<file path="src/rtl/rr_arbiter4_dec_if.sv">
// rr_arbiter4_dec_if: request/grant bundle between requesters and the 4-way round-robin arbiter.
interface rr_arbiter4_dec_if;
  logic       En;
  logic [3:0] req;
  logic [3:0] gnt;
  logic [1:0] gnt_idx;
  logic       gnt_valid;
  logic       timeout;
  modport master (output En, req, input gnt, gnt_idx, gnt_valid, timeout);
  modport slave  (input En, req, output gnt, gnt_idx, gnt_valid, timeout);
endinterface

</file>
<file path="src/rtl/rr_arbiter4_dec.sv">
// rr_arbiter4_dec: 4-requester round-robin arbiter, one-hot grant via a 2-to-4 enabled decoder.
// Define ARB4_TIMEOUT_EN to add a hold watchdog that revokes a grant after MAX_HOLD busy cycles.
module decoder2to4withEnable (
  input  logic i1,
  input  logic i0,
  input  logic En,
  output logic o3,
  output logic o2,
  output logic o1,
  output logic o0
);
  assign o0 = En & ~i1 & ~i0;
  assign o1 = En & ~i1 &  i0;
  assign o2 = En &  i1 & ~i0;
  assign o3 = En &  i1 &  i0;
endmodule

module rr_arbiter4_dec #(
  parameter int MAX_HOLD = 15,
  parameter int CNT_W    = 4
) (
  input logic Clk,
  input logic Rst,
  rr_arbiter4_dec_if.slave bus
);
  localparam logic [0:0] IDLE = 1'b0;
  localparam logic [0:0] BUSY = 1'b1;
  if (MAX_HOLD >= 2 ** CNT_W) begin : g_bad_cfg
    $error("CNT_W too narrow for MAX_HOLD");
  end
  logic [0:0] state_q, state_d;
  logic [1:0] ptr_q, ptr_d, gnt_idx_q, gnt_idx_d, pick;
  logic       gnt_valid_q, gnt_valid_d;
  logic [3:0] rot;
  logic       own, expire, go, done;
  // rot[i] is the request i places after the priority pointer
  always_comb begin
    rot = '0;
    for (int i = 0; i < 4; i++) rot[i] = bus.req[ptr_q + 2'(i)];
    pick = ptr_q + (rot[0] ? 2'd0 : rot[1] ? 2'd1 : rot[2] ? 2'd2 : 2'd3);
    own = bus.req[gnt_idx_q];
    go = state_q == IDLE && bus.En && |bus.req;
    done = state_q == BUSY && (!own || !bus.En || expire);
    state_d = go ? BUSY : done ? IDLE : state_q;
    gnt_idx_d = go ? pick : gnt_idx_q;
    gnt_valid_d = go ? 1'b1 : done ? 1'b0 : gnt_valid_q;
    ptr_d = done ? gnt_idx_q + 2'd1 : ptr_q;
  end
  always_ff @(posedge Clk or posedge Rst) begin
    if (Rst) begin
      state_q <= IDLE;
      ptr_q <= '0;
      gnt_idx_q <= '0;
      gnt_valid_q <= 1'b0;
    end else begin
      state_q <= state_d;
      ptr_q <= ptr_d;
      gnt_idx_q <= gnt_idx_d;
      gnt_valid_q <= gnt_valid_d;
    end
  end
`ifdef ARB4_TIMEOUT_EN
  logic [CNT_W-1:0] hold_q, hold_d;
  logic             timeout_q, timeout_d;
  // a release on the expiry edge counts as a normal release, hence the own term
  always_comb begin
    expire = hold_q == CNT_W'(MAX_HOLD);
    hold_d = go ? '0 : state_q == BUSY ? hold_q + CNT_W'(1) : hold_q;
    timeout_d = state_q == BUSY && own && expire;
  end
  always_ff @(posedge Clk or posedge Rst) begin
    if (Rst) begin
      hold_q <= '0;
      timeout_q <= 1'b0;
    end else begin
      hold_q <= hold_d;
      timeout_q <= timeout_d;
    end
  end
  assign bus.timeout = timeout_q;
`else
  assign expire = 1'b0;
  assign bus.timeout = 1'b0;
`endif
  assign bus.gnt_idx = gnt_idx_q;
  assign bus.gnt_valid = gnt_valid_q;
  decoder2to4withEnable u_dec (
    .i1(gnt_idx_q[1]),
    .i0(gnt_idx_q[0]),
    .En(gnt_valid_q),
    .o3(bus.gnt[3]),
    .o2(bus.gnt[2]),
    .o1(bus.gnt[1]),
    .o0(bus.gnt[0])
  );
endmodule

</file>
<file path="src/flat_wrapper.sv">
// flat-port wrapper written by rule: the top's interface ports become plain ports
module rr_arbiter4_dec_flat 
#(
  parameter int MAX_HOLD = 15,
  parameter int CNT_W    = 4
)
  (Clk, Rst, bus_En, bus_req, bus_gnt, bus_gnt_idx, bus_gnt_valid, bus_timeout);
  rr_arbiter4_dec_if bus_i ();
  input logic Clk;
  input logic Rst;
  input wire logic [$bits(bus_i.En)-1:0] bus_En;
  input wire logic [$bits(bus_i.req)-1:0] bus_req;
  output wire logic [$bits(bus_i.gnt)-1:0] bus_gnt;
  output wire logic [$bits(bus_i.gnt_idx)-1:0] bus_gnt_idx;
  output wire logic [$bits(bus_i.gnt_valid)-1:0] bus_gnt_valid;
  output wire logic [$bits(bus_i.timeout)-1:0] bus_timeout;
  assign bus_i.En = bus_En;
  assign bus_i.req = bus_req;
  assign bus_gnt = bus_i.gnt;
  assign bus_gnt_idx = bus_i.gnt_idx;
  assign bus_gnt_valid = bus_i.gnt_valid;
  assign bus_timeout = bus_i.timeout;
  rr_arbiter4_dec #(.MAX_HOLD(MAX_HOLD), .CNT_W(CNT_W)) u_core (.Clk(Clk), .Rst(Rst), .bus(bus_i));
endmodule
</file>
<file path="config.mk">
export PLATFORM = sky130hd
export DESIGN_NAME = rr_arbiter4_dec_flat
export DESIGN_NICKNAME = d
export VERILOG_FILES = /design/src/rtl/rr_arbiter4_dec_if.sv /design/src/rtl/rr_arbiter4_dec.sv /design/src/flat_wrapper.sv
export SDC_FILE = /design/constraint.sdc
export NUM_CORES = 1
export LEC_CHECK = 0
export CAP_MARGIN = 25
export CORE_AREA = 2 2 39 41
export CTS_BUF_LIST = sky130_fd_sc_hd__clkbuf_8
export DETAILED_ROUTE_END_ITERATION = 12
export DIE_AREA = 0 0 41 43
export PLACE_DENSITY = 0.65
export SLEW_MARGIN = 30
export SYNTH_ARGS = -nofsm -noshare
export SYNTH_HDL_FRONTEND = slang
export SYNTH_SLANG_ARGS = --single-unit
</file>
<file path="constraint.sdc">
create_clock -name Clk -period 3.8 [get_ports Clk]
set_input_delay 0.57 -clock Clk [delete_from_list [all_inputs] [get_ports Clk]]
set_output_delay 0.57 -clock Clk [all_outputs]
set_load 0.01 [all_outputs]
</file>
==> flow_metrics.tcl <==
set metrics [dict create \
    fin_worst_skew_ns 0.0001182 \
    drv_cap 0 \
    initialDrtViolationCount 4 \
    synthDominantCellAreaShare_pct 27.55 \
    ys_seq_area_share_pct 27.55 \
    grt_max_degree 10 \
    power.leakage_nw 0.2521 \
    worstPathArrival_ns 1.51 \
    finalSetupViolations 0 \
    dp_hpwl_um 665.9 \
    crit_required_ns 3.23 \
    r2r_start "u_core.bus.gnt_idx[0]" \
    criticalPathCategory "reg -> out" \
    routed_wl_um 867 \
    grtUsageTotal_pct 11.72 \
    syn_avg_cell_area_sq_um 9.084 \
    grt-ovfl-total 0 \
    synth.distinct_cells 26 \
    drc 0 \
    num_antenna_cells 0 \
    antenna_found_initial 0 \
    netlist_area_sq_um 454.2 \
    fp.dieH_um 43 \
    outcome "finished clean" \
    ir_drop_mv 0.2185 \
    startpoint_type "register" \
    port_buffers 13 \
    die_area_sq_um 1763 \
    regToRegEndpoint "u_core.ptr_q[1]" \
    sw_frac_of_total_pct 36.36 \
    cp_num_buf_inv 1 \
    rr_worst_depth 4 \
    crit_path_end_kind "output port" \
    postCtsHoldBufs 0 \
    power_density_nw_per_um2 744.5 \
    cts_sinks 5 \
    min_path_type "in -> async" \
    place_congestion 0.7158 \
    cts_tree "yes" \
    p_clk_share_pct 21.9 \
    grt_pass1_vias 336 \
    fin_tns_setup_ns 0 \
    finalHoldViolCount 0 \
    cts_buffer_depth 2 \
    critical_path.slowest_cell "clkdlybuf4s50_1" \
    die_x_um 41 \
    initial_core_util_pct 32.82 \
    drv_slew 0 \
    r2r_slack_ns 2.10 \
    crit_chain "and3b_2 > clkdlybuf4s50_1" \
    crit_family "buffers and inverters" \
    clk_latency_ns 0.22 \
    syn2layout_area_growth_pct 28.93 \
    nets 68 \
    fillers 143 \
    first_pass_iters 4 \
    cp_max_fo 9 \
    cts_repair_resize_count 0 \
    rows 14 \
    synth_top_area_cell "dfrtp_1" \
    rsz0062_at_grt "no" \
    p_seq_share_pct 29.7 \
    slowest_delay_ns 0.53 \
    synth.area.top_cells "dfrtp_1, buf_4, mux4_2, nor3b_1, a21oi_1" \
    final_common_cell "clkdlybuf4s50_1" \
    htree_levels 1 \
    synth_cells 50 \
    clock-root-buffer "clkbuf_8" \
    ys_ff_latch 5 \
    post_cts_buffers 0 \
    finish.utilization_pct 42.31 \
    avgRoutedWirePerCell_um 11.56 \
    vias_per_cell 5.013 \
    ys_warn_count 0 \
    period_needed_ns 2.076 \
    p_sw_uw 158.5 \
    ioPinCount 15 \
    max_freq_mhz 481.7 \
    layout-drive-gt1-share_pct 18.64 \
    power_frac_comb_pct 48.4 \
    cts_made_buffers 3 \
    syn_nets 58 \
    antenna_left 0 \
    min_period_over_period_pct 54.64 \
    core_sq_um 1384 \
    p_int_uw 277.4 \
    mostFrequentLayoutCells "clkdlybuf4s50_1, inv_1, dfrtp_1" \
    vias 376 \
    clk_pin_slew_worst_paths_ns 0.03 \
    grt_pass1_wl_um 1373 \
]
[flip-flops by register name (all words and copies together), names as in the netlist]
name,count
u_core.ptr_q,2
u_core.bus.gnt_idx,2
u_core.state_q,1
[cell usage after synthesis]
cell type	instances
and3b_2	1
mux2i_1	1
buf_6	1
mux2_4	1
nor2b_1	2
a2bb2oi_1	1
xor2_1	1
a31o_2	2
a21oi_1	4
ha_1	1
buf_4	7
nand4_1	1
nand2b_1	2
mux2_2	1
inv_1	4
conb_1	1
a31oi_1	2
and3_2	1
a311oi_1	1
nand2_2	1
nand2_1	2
nor4_1	1
dfrtp_1	5
nor2_1	2
nor3b_1	3
mux4_2	1
[cell type report]
type | instances | area, sq um | share of cell area, %
clock inverters | 1 | 3.754 | 0.6410
well taps | 16 | 20.02 | 3.419
repair buffers | 13 | 130.1 | 22.22
multi-input cells | 33 | 250.2 | 42.74
clock buffers | 3 | 41.29 | 7.051
flip-flops and latches | 5 | 125.1 | 21.37
inverters | 4 | 15.01 | 2.564
[layer usage]
metal	share of wire [%]	track usage, %
met1	44	12.13
met2	49	19.06
met3	4.8	3.141
met4	2.1	8.000
met5	0	0
[stage by stage]
step / power (mW) / cells / setup WS (ns) / hold WS (ns) / area, sq um
5_1_grt: 0.4695 / 75 / 1.657 / 0.5650 / 585.6
6_report: 0.4360 / 75 / 1.724 / 0.5465 / 585.6
4_1_cts: 0.4386 / 75 / 1.719 / 0.5533 / 585.6
3_3_place_gp: 0.3393 / 71 / 1.584 / 0.6187 / 540.5
3_5_place_dp: 0.3418 / 71 / 1.573 / 0.6251 / 540.5
2_1_floorplan: 0.2974 / 50 / 2.160 / 0.3485 / 454.2
[how the worst max path moves through the flow]
stage | cells past startpoint | slack (ns) | endpoint | startpoint
detailed placement | 9 | 1.57 | u_core.bus.gnt_idx[1] | bus_req[2]
global route | 9 | 1.66 | u_core.bus.gnt_idx[1] | bus_req[2]
floorplan | 6 | 2.16 | u_core.bus.gnt_idx[0] | bus_req[1]
global placement | 7 | 1.58 | u_core.bus.gnt_idx[0] | bus_req[1]
finish | 2 | 1.72 | bus_gnt[1] | u_core.bus.gnt_idx[0]
CTS | 2 | 1.72 | bus_gnt[1] | u_core.bus.gnt_idx[0]
[power by group through the flow]
stage,logic (mW),registers [mW],clock network [mW]
final,0.211,0.130,0.0953
after global routing,0.232,0.135,0.102
after CTS,0.213,0.129,0.0966
after detailed placement,0.212,0.130,0
after global placement,0.210,0.129,0
after floorplan,0.189,0.109,0
[logic make-up (layout without fill, tap and decap cells)]
logic type | Yosys count | count (layout) | share of synthesized area, %
compound gates | 10 | 10 | 14.88
xor+xnor | 1 | 1 | 1.929
fa+ha+maj | 1 | 1 | 2.754
buf+inv | 12 | 21 | 17.35
flops | 5 | 5 | 27.55
mux | 4 | 4 | 12.95
other cells | 1 | 1 | 0.8257
simple gates | 16 | 16 | 21.77
No activity file was read; power rests on OpenSTA's default activity.
